## src/rtl/jk_pkg.sv

```systemverilog
`default_nettype none
// ============================================================================
//  Package     : jk_pkg
//  Description : Shared types and defaults for the JK bank loader.
//  Revision    : 1.0 - initial release
// ============================================================================
package jk_pkg;

    typedef enum logic [2:0] {
        IDLE   = 3'd0,
        SETUP  = 3'd1,
        TICK   = 3'd2,
        SETTLE = 3'd3,
        CHECK  = 3'd4,
        FORCE  = 3'd5
    } jk_state_t;

    localparam int JK_MAX_RETRY_DEF = 2;

endpackage
`default_nettype wire

```

## src/rtl/jk_excite.sv

```systemverilog
`default_nettype none
// ============================================================================
//  Module      : jk_excite
//  Description : Minimal JK excitation from target and current Q.
//                Never produces J=K=1.
//  Revision    : 1.0 - initial release
// ============================================================================
module jk_excite #(
    parameter int W = 4
) (
    input  logic [W-1:0] target,
    input  logic [W-1:0] q,
    output logic [W-1:0] j,
    output logic [W-1:0] k
);

    assign j = target & ~q;
    assign k = ~target & q;

endmodule
`default_nettype wire

```

## src/rtl/jk_loader.sv

```systemverilog
`default_nettype none
// ============================================================================
//  Module      : jk_loader
//  Description : Loads a target word into an external JK flip-flop bank
//                with verify/retry. Macro JK_LOADER_FORCE_EN enables a
//                final preset/clear override after retries are exhausted.
//  Revision    : 1.0 - initial release
// ============================================================================
module jk_loader
    import jk_pkg::*;
#(
    parameter int W         = 4,
    parameter int MAX_RETRY = JK_MAX_RETRY_DEF
) (
    input  logic         clk,
    input  logic         clr,
    input  logic         req_valid,
    output logic         req_ready,
    input  logic [W-1:0] req_data,
    input  logic [W-1:0] q_in,
    output logic [W-1:0] jk_j,
    output logic [W-1:0] jk_k,
    output logic         jk_tick,
    output logic [W-1:0] jk_pr,
    output logic [W-1:0] jk_clr,
    output logic         busy,
    output logic         done,
    output logic         err
);

    localparam int            RW          = (MAX_RETRY > 0) ? $clog2(MAX_RETRY + 1) : 1;
    localparam logic [RW-1:0] C_RETRY_MAX = RW'(MAX_RETRY);

    jk_state_t     r_state;
    jk_state_t     w_state_nxt;
    logic [W-1:0]  r_target;
    logic [W-1:0]  r_j;
    logic [W-1:0]  r_k;
    logic [RW-1:0] r_retry_cnt;
    logic          r_forced;
    logic          r_done;
    logic          r_err;

    logic [W-1:0]  w_exc_target;
    logic [W-1:0]  w_j;
    logic [W-1:0]  w_k;
    logic          w_accept;
    logic          w_capture;
    logic          w_retry;
    logic          w_force_set;
    logic          w_done_nxt;
    logic          w_err_nxt;
    logic          w_q_match;

    // On the accept edge the target register is not yet loaded, so excite from req_data.
    assign w_accept     = req_valid && (r_state == IDLE);
    assign w_exc_target = (r_state == IDLE) ? req_data : r_target;
    assign w_q_match    = (q_in == r_target);

    jk_excite #(
        .W (W)
    ) u_excite (
        .target (w_exc_target),
        .q      (q_in),
        .j      (w_j),
        .k      (w_k)
    );

    always_comb begin
        w_state_nxt = r_state;
        w_capture   = 1'b0;
        w_retry     = 1'b0;
        w_force_set = 1'b0;
        w_done_nxt  = 1'b0;
        w_err_nxt   = 1'b0;
        case (r_state)
            IDLE: begin
                if (req_valid) begin
                    w_state_nxt = SETUP;
                    w_capture   = 1'b1;
                end
            end
            SETUP:  w_state_nxt = TICK;
            TICK:   w_state_nxt = SETTLE;
            SETTLE: w_state_nxt = CHECK;
            CHECK: begin
                if (w_q_match) begin
                    w_state_nxt = IDLE;
                    w_done_nxt  = 1'b1;
                end else if (r_forced) begin
                    w_state_nxt = IDLE;
                    w_err_nxt   = 1'b1;
                end else if (r_retry_cnt < C_RETRY_MAX) begin
                    w_state_nxt = SETUP;
                    w_capture   = 1'b1;
                    w_retry     = 1'b1;
                end else begin
`ifdef JK_LOADER_FORCE_EN
                    w_state_nxt = FORCE;
`else
                    w_state_nxt = IDLE;
                    w_err_nxt   = 1'b1;
`endif
                end
            end
`ifdef JK_LOADER_FORCE_EN
            FORCE: begin
                w_state_nxt = SETTLE;
                w_force_set = 1'b1;
            end
`endif
            default: w_state_nxt = IDLE;
        endcase
    end

    always_ff @(posedge clk) begin
        if (clr) begin
            r_state <= IDLE;
        end else begin
            r_state <= w_state_nxt;
        end
    end

    always_ff @(posedge clk) begin
        if (clr) begin
            r_target    <= '0;
            r_retry_cnt <= '0;
            r_forced    <= 1'b0;
            r_j         <= '0;
            r_k         <= '0;
            r_done      <= 1'b0;
            r_err       <= 1'b0;
        end else begin
            r_done <= w_done_nxt;
            r_err  <= w_err_nxt;
            if (w_accept) begin
                r_target    <= req_data;
                r_retry_cnt <= '0;
                r_forced    <= 1'b0;
            end
            if (w_retry) begin
                r_retry_cnt <= r_retry_cnt + 1'b1;
            end
            if (w_force_set) begin
                r_forced <= 1'b1;
            end
            // J/K held through SETUP and TICK, dropped for SETTLE.
            if (w_capture) begin
                r_j <= w_j;
                r_k <= w_k;
            end else if (r_state == TICK) begin
                r_j <= '0;
                r_k <= '0;
            end
        end
    end

    assign req_ready = (r_state == IDLE);
    assign busy      = (r_state != IDLE);
    assign jk_tick   = (r_state == TICK);
    assign jk_j      = r_j;
    assign jk_k      = r_k;
    assign done      = r_done;
    assign err       = r_err;

`ifdef JK_LOADER_FORCE_EN
    assign jk_pr  = (r_state == FORCE) ? r_target  : '0;
    assign jk_clr = (r_state == FORCE) ? ~r_target : '0;
`else
    assign jk_pr  = '0;
    assign jk_clr = '0;
`endif

endmodule
`default_nettype wire

```

## config.mk

```make
export PLATFORM = sky130hd
export DESIGN_NAME = jk_loader
export DESIGN_NICKNAME = d
export VERILOG_FILES = /design/src/rtl/jk_pkg.sv /design/src/rtl/jk_excite.sv /design/src/rtl/jk_loader.sv
export SDC_FILE = /design/constraint.sdc
export NUM_CORES = 1
export LEC_CHECK = 0
export ABC_AREA = 1
export BUFFER_PORTS_ARGS = -buffer_cell sky130_fd_sc_hd__buf_2
export CAP_MARGIN = 40
export CORE_MARGIN = 10
export CORE_UTILIZATION = 35
export DETAILED_ROUTE_END_ITERATION = 6
export PLACE_DENSITY = 0.59
export SYNTH_ARGS = -nofsm -noshare
export SYNTH_HDL_FRONTEND = slang
export SYNTH_SLANG_ARGS = --single-unit
```

## constraint.sdc

```tcl
create_clock -name clk -period 1.6 [get_ports clk]
set_clock_uncertainty 0.1 [all_clocks]
set_input_delay 0.08 -clock clk [delete_from_list [all_inputs] [get_ports clk]]
set_output_delay 0.08 -clock clk [all_outputs]
set_load 0.02 [all_outputs]
```

Word-level counts from Yosys, hierarchy flattened. Index checks and enable logic that the tools add are counted.

Eq/ne operators: 6. Add/subtract/negate cells: 1. Bitwise operators: 5. Mux-type cells: 17. Reduce and logical (&&, ||, !) cells: 7. $lt $le $gt $ge: 1.

Operators by type and width (count): 2-to-1 mux 4 bit (4); case mux 3 bit (5 select lines) (1); AND 4 bit (2); 2-to-1 mux 1 bit (8); NOT 4 bit (2); == test 3 x 2 -> 1 bit (second input constant) (2); == test 4 bit (1); 2-to-1 mux 2 bit (2); nonzero test 2 bit (2); == test 3 x 1 -> 1 bit (second input constant) (1); == test 3 bit (second input constant) (1); zero test 3 bit (1); 2-to-1 mux 3 bit (1); nonzero test 3 bit (1); OR reduction 3 bit (1); adder 2 x 1 -> 2 bit (second input constant) (1); < comparator 2 bit (second input constant) (1); inequality test 2 bit (second input constant) (1); case mux 1 bit (2 select lines) (1); OR reduction 2 bit (1); logical AND 1 bit (1); NOT 1 bit (1).

Word-level logic and storage cells: 44. Flip-flop bits (word level): 19. Input port bits: 11.

Longest topological paths before layout.
Depth in word-level cells: 5. Gate-level depth with buffers: 9. Depth with buffers taken out: 9.

By module. Synthesis repeated with hierarchy kept, for this count alone.

Cell total of the unflattened synthesis: 142. Area, all modules: 1026.0 um2.

Modules (own cells, without submodules): jk_loader (times used 1, cells each 126, area each 965.9 um2); jk_excite (times used 1, cells each 16, area each 60.1 um2).

Worst setup path before layout. Ideal clock, no wire load.

Path type: register -> register. Start: register r_state[1]. End: register r_j[0] (netlist: jk_j[0]). Slack: 49 ps. Arrival: 1318 ps. Clock period less this slack: 1551 ps. Required time: 1368 ps. Stages on the path, launching flop included: 6. Path buffers: 0. Cells stage by stage: dfxtp_1 > inv_1 > nor3_1 > inv_2 > nand4_1 > a21oi_1.

Elaborated cells on any way between the ends: 8. Classes of those cells: eq/ne (2); mux (3); bitwise (1); reduce/logical (2).

RTL lines: start: declaration (line jk_loader.sv:34) `jk_state_t r_state;`; start signal: assignment (line jk_loader.sv:120) `r_state <= w_state_nxt;`; == test 3 x 2 -> 1 bit; named net jk_tick (line jk_loader.sv:23) `output logic jk_tick,`; nonzero test 2 bit (no source line); end signal: assignment (line jk_loader.sv:149) `r_j <= w_j;`; end: declaration (line jk_loader.sv:37) `logic [W-1:0] r_j;`.

The timed path passes the listed nets, and every way through them passes these cells. A chain may end at the register's enable or synchronous reset.

Worst setup path in the final report.
Start: register r_state[1]. End: output jk_tick.

Word-level cells in the longest chain between the ends: 1.

RTL lines: == test 3 x 2 -> 1 bit (line jk_loader.sv:160) `assign jk_tick = (r_state == TICK);`; end: declaration (line jk_loader.sv:23).

No other way between the ends.

==> report_table.html <==
<table>
<tr><th>Metric</th><th>Value</th></tr>
<tr><th colspan="2">Outcome</th></tr>
<tr><td>Run status</td><td>finished clean</td></tr>
<tr><th colspan="2">Logic synthesis</th></tr>
<tr><td>Post-synth EDFFs</td><td>0</td></tr>
<tr><td>Ranking of synthesized cells by area</td><td>dfxtp_1 38%, nand2_1 11%, buf_4 6.0%</td></tr>
<tr><td>Unique cell type count in the Yosys netlist</td><td>27</td></tr>
<tr><td>Fraction of registers with async set or reset after synthesis</td><td>0</td></tr>
<tr><td>Combinational family with the most area after synthesis</td><td>simple AND/OR/NAND/NOR gates</td></tr>
<tr><td>Xor and xnor fraction of the mapped netlist area</td><td>0</td></tr>
<tr><td>Post-synthesis cell type with the largest combined area</td><td>dfxtp_1</td></tr>
<tr><td>Fraction of synthesized area in multiplexers</td><td>0</td></tr>
<tr><td>Sequential element share of the synthesized area</td><td>0.381</td></tr>
<tr><td>Compound-cell area share of the yosys netlist</td><td>0.104</td></tr>
<tr><td>Post-synthesis cell count</td><td>134</td></tr>
<tr><td>FF+latch count, synth</td><td>19</td></tr>
<tr><td>Ys flop type</td><td>dfxtp_1</td></tr>
<tr><td>Top cell type's share of synthesized area</td><td>0.381</td></tr>
<tr><td>Syn_area_per_cell</td><td>7.45 µm²</td></tr>
<tr><td>Arithmetic-cell share of the synthesized area counting full adders, half adders and majority gates</td><td>0</td></tr>
<tr><td>Netlist area before placement</td><td>998 µm²</td></tr>
<tr><td>Synth Area in Simple Gates</td><td>0.347</td></tr>
<tr><td>Number of synthesis warnings</td><td>0</td></tr>
<tr><th colspan="2">Pwr</th></tr>
<tr><td>Power Density</td><td>955 mW/mm²</td></tr>
<tr><td>Switching share of power</td><td>0.354</td></tr>
<tr><td>Combinational share of power</td><td>0.294</td></tr>
<tr><td>Part of the total power dissipated in sequential elements</td><td>0.482</td></tr>
<tr><td>Clk pwr share</td><td>0.223</td></tr>
<tr><td>Switching power total</td><td>389 µW</td></tr>
<tr><td>Peak VDD IR</td><td>0.480 mV</td></tr>
<tr><td>Internal power component</td><td>710 µW</td></tr>
<tr><td>Leakage dissipation</td><td>0.000534 µW</td></tr>
<tr><th colspan="2">Critical path</th></tr>
<tr><td>Required arrival time at the worst endpoint</td><td>1.42 ns</td></tr>
<tr><td>Crit path launch type</td><td>register</td></tr>
<tr><td>Worst-path cell with the longest stage delay</td><td>dfxtp_1</td></tr>
<tr><td>Reg2Reg Depth</td><td>7</td></tr>
<tr><td>CP Capture Point</td><td>jk_tick</td></tr>
<tr><td>Start point of the critical path</td><td>r_state[1]</td></tr>
<tr><td>Number of buffer and inverter stages on the critical path</td><td>2</td></tr>
<tr><td>Reg-to-reg endpoint</td><td>jk_k[1]</td></tr>
<tr><td>Critical path capture point type</td><td>output pin</td></tr>
<tr><td>Number of logic stages on the critical path including buffering</td><td>3</td></tr>
<tr><td>Cell family contributing the most delay on the critical path</td><td>flip-flops</td></tr>
<tr><td>Critical-path cell list</td><td>inv_1 -&gt; nor3_1 -&gt; buf_2</td></tr>
<tr><td>Delay of the slowest cell on the worst path</td><td>0.41 ns</td></tr>
<tr><td>Internal reg-to-reg setup slack</td><td>0.24 ns</td></tr>
<tr><td>Largest fanout of any net on the critical path</td><td>3</td></tr>
<tr><td>Worst endpoint data arrival time</td><td>1.26 ns</td></tr>
<tr><td>Critical register-to-register path startpoint</td><td>r_state[2]</td></tr>
<tr><td>Critical path type</td><td>reg2out</td></tr>
<tr><th colspan="2">Final layout</th></tr>
<tr><td>Antenna diode instance count</td><td>0</td></tr>
<tr><td>Fillcell total</td><td>289</td></tr>
<tr><td>Core utilization of the finished layout</td><td>0.421</td></tr>
<tr><td>Combined area of the multi-input logic cells</td><td>480 µm²</td></tr>
<tr><td>Combined flip-flop and latch cell area</td><td>380 µm²</td></tr>
<tr><td>Proportion of layout cells with a drive suffix above 1</td><td>0.275</td></tr>
<tr><td>Number of nets in the layout</td><td>172</td></tr>
<tr><td>Number of cells in the finished layout apart from fillers</td><td>191</td></tr>
<tr><td>Area Overhead vs Synth</td><td>15.2%</td></tr>
<tr><th colspan="2">Detailed routing</th></tr>
<tr><td>Detailed-route via count</td><td>902</td></tr>
<tr><td>Iteration-0 DRC Markers</td><td>24</td></tr>
<tr><td>Metal-1 WL</td><td>964 µm</td></tr>
<tr><td>Number of detailed-routing iterations run before antenna repair</td><td>4</td></tr>
<tr><td>Routed wl met3</td><td>148 µm</td></tr>
<tr><td>Count of unresolved DRC violations after routing</td><td>0</td></tr>
<tr><td>Average routed wire per standard cell</td><td>11.9 µm</td></tr>
<tr><td>Detailed-route wire length</td><td>2.27 mm</td></tr>
<tr><td>Met2 routed WL</td><td>1.14 mm</td></tr>
<tr><td>Top metal layer carrying routed signals</td><td>met4</td></tr>
<tr><td>Detail Route Antenna Nets</td><td>0</td></tr>
<tr><td>Vias per std cell</td><td>4.72</td></tr>
<tr><th colspan="2">Timing</th></tr>
<tr><td>Unrepaired setup endpoints after global routing</td><td>false</td></tr>
<tr><td>Final critical-path setup slack</td><td>0.157 ns</td></tr>
<tr><td>Highest achievable clock rate</td><td>0.693 GHz</td></tr>
<tr><td>Fin crit share</td><td>0.902</td></tr>
<tr><td>Endpoints failing hold</td><td>0</td></tr>
<tr><td>Worst Hold Margin</td><td>0.0327 ns</td></tr>
<tr><td>Final max-slew violation count</td><td>0</td></tr>
<tr><td>Shortest period the worst path allows</td><td>1.44 ns</td></tr>
<tr><td>Total negative setup slack</td><td>0 ns</td></tr>
<tr><td># setup viols final</td><td>0</td></tr>
<tr><th colspan="2">Clock tree</th></tr>
<tr><td>Post_cts resized</td><td>0</td></tr>
<tr><td>CTS tree</td><td>built</td></tr>
<tr><td>Bufs on Longest Clock Path</td><td>2</td></tr>
<tr><td>Sink Count</td><td>19</td></tr>
<tr><td>Post-CTS setup buffers</td><td>0</td></tr>
<tr><td>Root Buffer Master</td><td>clkbuf_4</td></tr>
<tr><td>Skew-Pair Late Insertion Delay</td><td>0.30 ns</td></tr>
<tr><td>Clock transition at the registers of the reported paths</td><td>0.11 ns</td></tr>
<tr><td>Number of clock buffers inserted by TritonCTS</td><td>3</td></tr>
<tr><td>Count of hold-fix buffers inserted at cts</td><td>4</td></tr>
<tr><td>Number of H-tree branching levels</td><td>1</td></tr>
<tr><th colspan="2">Placed design</th></tr>
<tr><td>Dpl ws</td><td>0.244 ns</td></tr>
<tr><td>Number of buffers inserted by port buffering</td><td>23</td></tr>
<tr><td>Cell total after placement</td><td>183</td></tr>
<tr><td>Routability cong.</td><td>0.716</td></tr>
<tr><td>Post-DP HPWL</td><td>1.79 mm</td></tr>
<tr><th colspan="2">Global routing</th></tr>
<tr><td>Remaining global-route overflow</td><td>0</td></tr>
<tr><td>All-layer global routing usage</td><td>0.0854</td></tr>
<tr><td>Initial antenna violation count</td><td>0</td></tr>
<tr><td>Wire length of the first global-routing pass</td><td>3.73 mm</td></tr>
<tr><td>Maximum number of pins on one net before global-route repair</td><td>21</td></tr>
<tr><td>Number of global-route vias before repair</td><td>887</td></tr>
<tr><th colspan="2">Floorplanning</th></tr>
<tr><td>Count of pins on the block boundary</td><td>32</td></tr>
<tr><td>Initial core utilization</td><td>0.365</td></tr>
<tr><td>Overall die area</td><td>0.00539 mm²</td></tr>
<tr><td>DIE WIDTH</td><td>73.4 µm</td></tr>
<tr><td>Height of the die</td><td>73.4 µm</td></tr>
<tr><td>Placeable core region</td><td>0.00273 mm²</td></tr>
<tr><td>Row cnt</td><td>19</td></tr>
<tr><th colspan="2">Flow run</th></tr>
<tr><td>Max-cap check violation count</td><td>0</td></tr>
<tr><th colspan="2">Hold path</th></tr>
<tr><td>Path class of the lowest-slack min-delay path</td><td>in2reg</td></tr>
</table>
==> cells in the mapped netlist, types with 2 or more instances <==
library cell	n
a211oi_1	3
nand2_1	29
inv_2	6
nand2_4	2
dfxtp_1	19
nor2_2	2
a21oi_1	10
inv_1	10
buf_4	8
nor2_1	10
nor2_4	2
nand4_1	9
nand2_2	4
and2_1	4
o21ai_1	4
==> stage by stage <==
stage	cell area, µm²	power [µW]
3_5_place_dp	1080	859
5_1_grt	1150	1170
6_report	1150	1100
3_3_place_gp	1080	853
2_1_floorplan	1020	801
4_1_cts	1150	1120
==> flip-flops by register name, summed over array words and instances (netlist names) <==
name / flops
r_state: 3
jk_k: 4
r_target: 4
jk_j: 4
done: 1
err: 1
r_retry_cnt: 2
==> placed cells by master, fill, tap and decap left out <==
| master | synthesis | final |
|---|---|---|
| nor3b_1 | 1 | 1 |
| buf_2 | 1 | 23 |
| nor2_4 | 2 | 2 |
| clkinv_4 | 1 | 1 |
| dfxtp_1 | 19 | 19 |
| o21ai_1 | 4 | 4 |
| a211oi_1 | 3 | 3 |
| dlygate4sd3_1 | 0 | 4 |
| nor2_1 | 10 | 10 |
| nand2_2 | 4 | 4 |
| a31oi_1 | 1 | 1 |
| nand4_1 | 9 | 9 |
| nand2_1 | 29 | 29 |
| o21ai_0 | 1 | 1 |
| nor2_2 | 2 | 2 |
| clkbuf_4 | 0 | 3 |
| a21oi_1 | 10 | 10 |
| nor3_1 | 1 | 1 |
| nand2_4 | 2 | 2 |
| clkbuf_1 | 1 | 1 |
| inv_2 | 6 | 6 |
| inv_1 | 10 | 10 |
| and3_1 | 1 | 1 |
| and2_1 | 4 | 4 |
| conb_1 | 1 | 8 |
| nand3_4 | 1 | 1 |
==> worst register-to-register path, stage by stage, from the launching register on <==
cell and delay (ns):
dfxtp_1 0.38, inv_1 0.10, nand2_4 0.11, nor2_4 0.04, inv_2 0.26, nand2_4 0.12
nand2_1 0.08, a21oi_1 0.06
==> metal layers <==
| layer | up-vias | track usage |
|---|---|---|
| li1 | 467 | - |
| met1 | 407 | 0.0874 |
| met2 | 26 | 0.156 |
| met3 | 2 | 0.0377 |
| met4 | 0 | 0.0186 |
| met5 | - | 0 |
==> power groups by stage <==
stage | registers (µW) | clock network (µW) | logic (µW)
2_1_floorplan | 555 | 0 | 246
3_3_place_gp | 539 | 0 | 313
3_5_place_dp | 541 | 0 | 318
4_1_cts | 530 | 260 | 327
5_1_grt | 534 | 272 | 362
6_report | 530 | 245 | 323
==> worst min path at each step <==
| stage | start | end | slack [ns] | depth (start not counted) |
|---|---|---|---|---|
| after floorplan | clr | r_target[0] | 0.06 | 1 |
| after global placement | req_data[2] | r_target[2] | 0.28 | 3 |
| after detailed placement | req_data[2] | r_target[2] | 0.29 | 3 |
| after CTS | clr | r_retry_cnt[1] | 0.01 | 2 |
| after global routing | clr | jk_j[3] | 0.04 | 2 |
| final | clr | jk_j[1] | 0.03 | 2 |
==> cell type report <==
type | instances | share of cell area
multi-input cells | 93 | 0.418
flip-flops and latches | 19 | 0.331
repair buffers | 27 | 0.135
inverters | 17 | 0.0598
well taps | 31 | 0.0337
clock buffers | 4 | 0.0229
==> kinds of logic after synthesis <==
group           after synthesis
flops                        19
buf+inv                      29
compound gates               19
other cells                   1
simple gates                 66
Power figures use the tool's default switching activity.
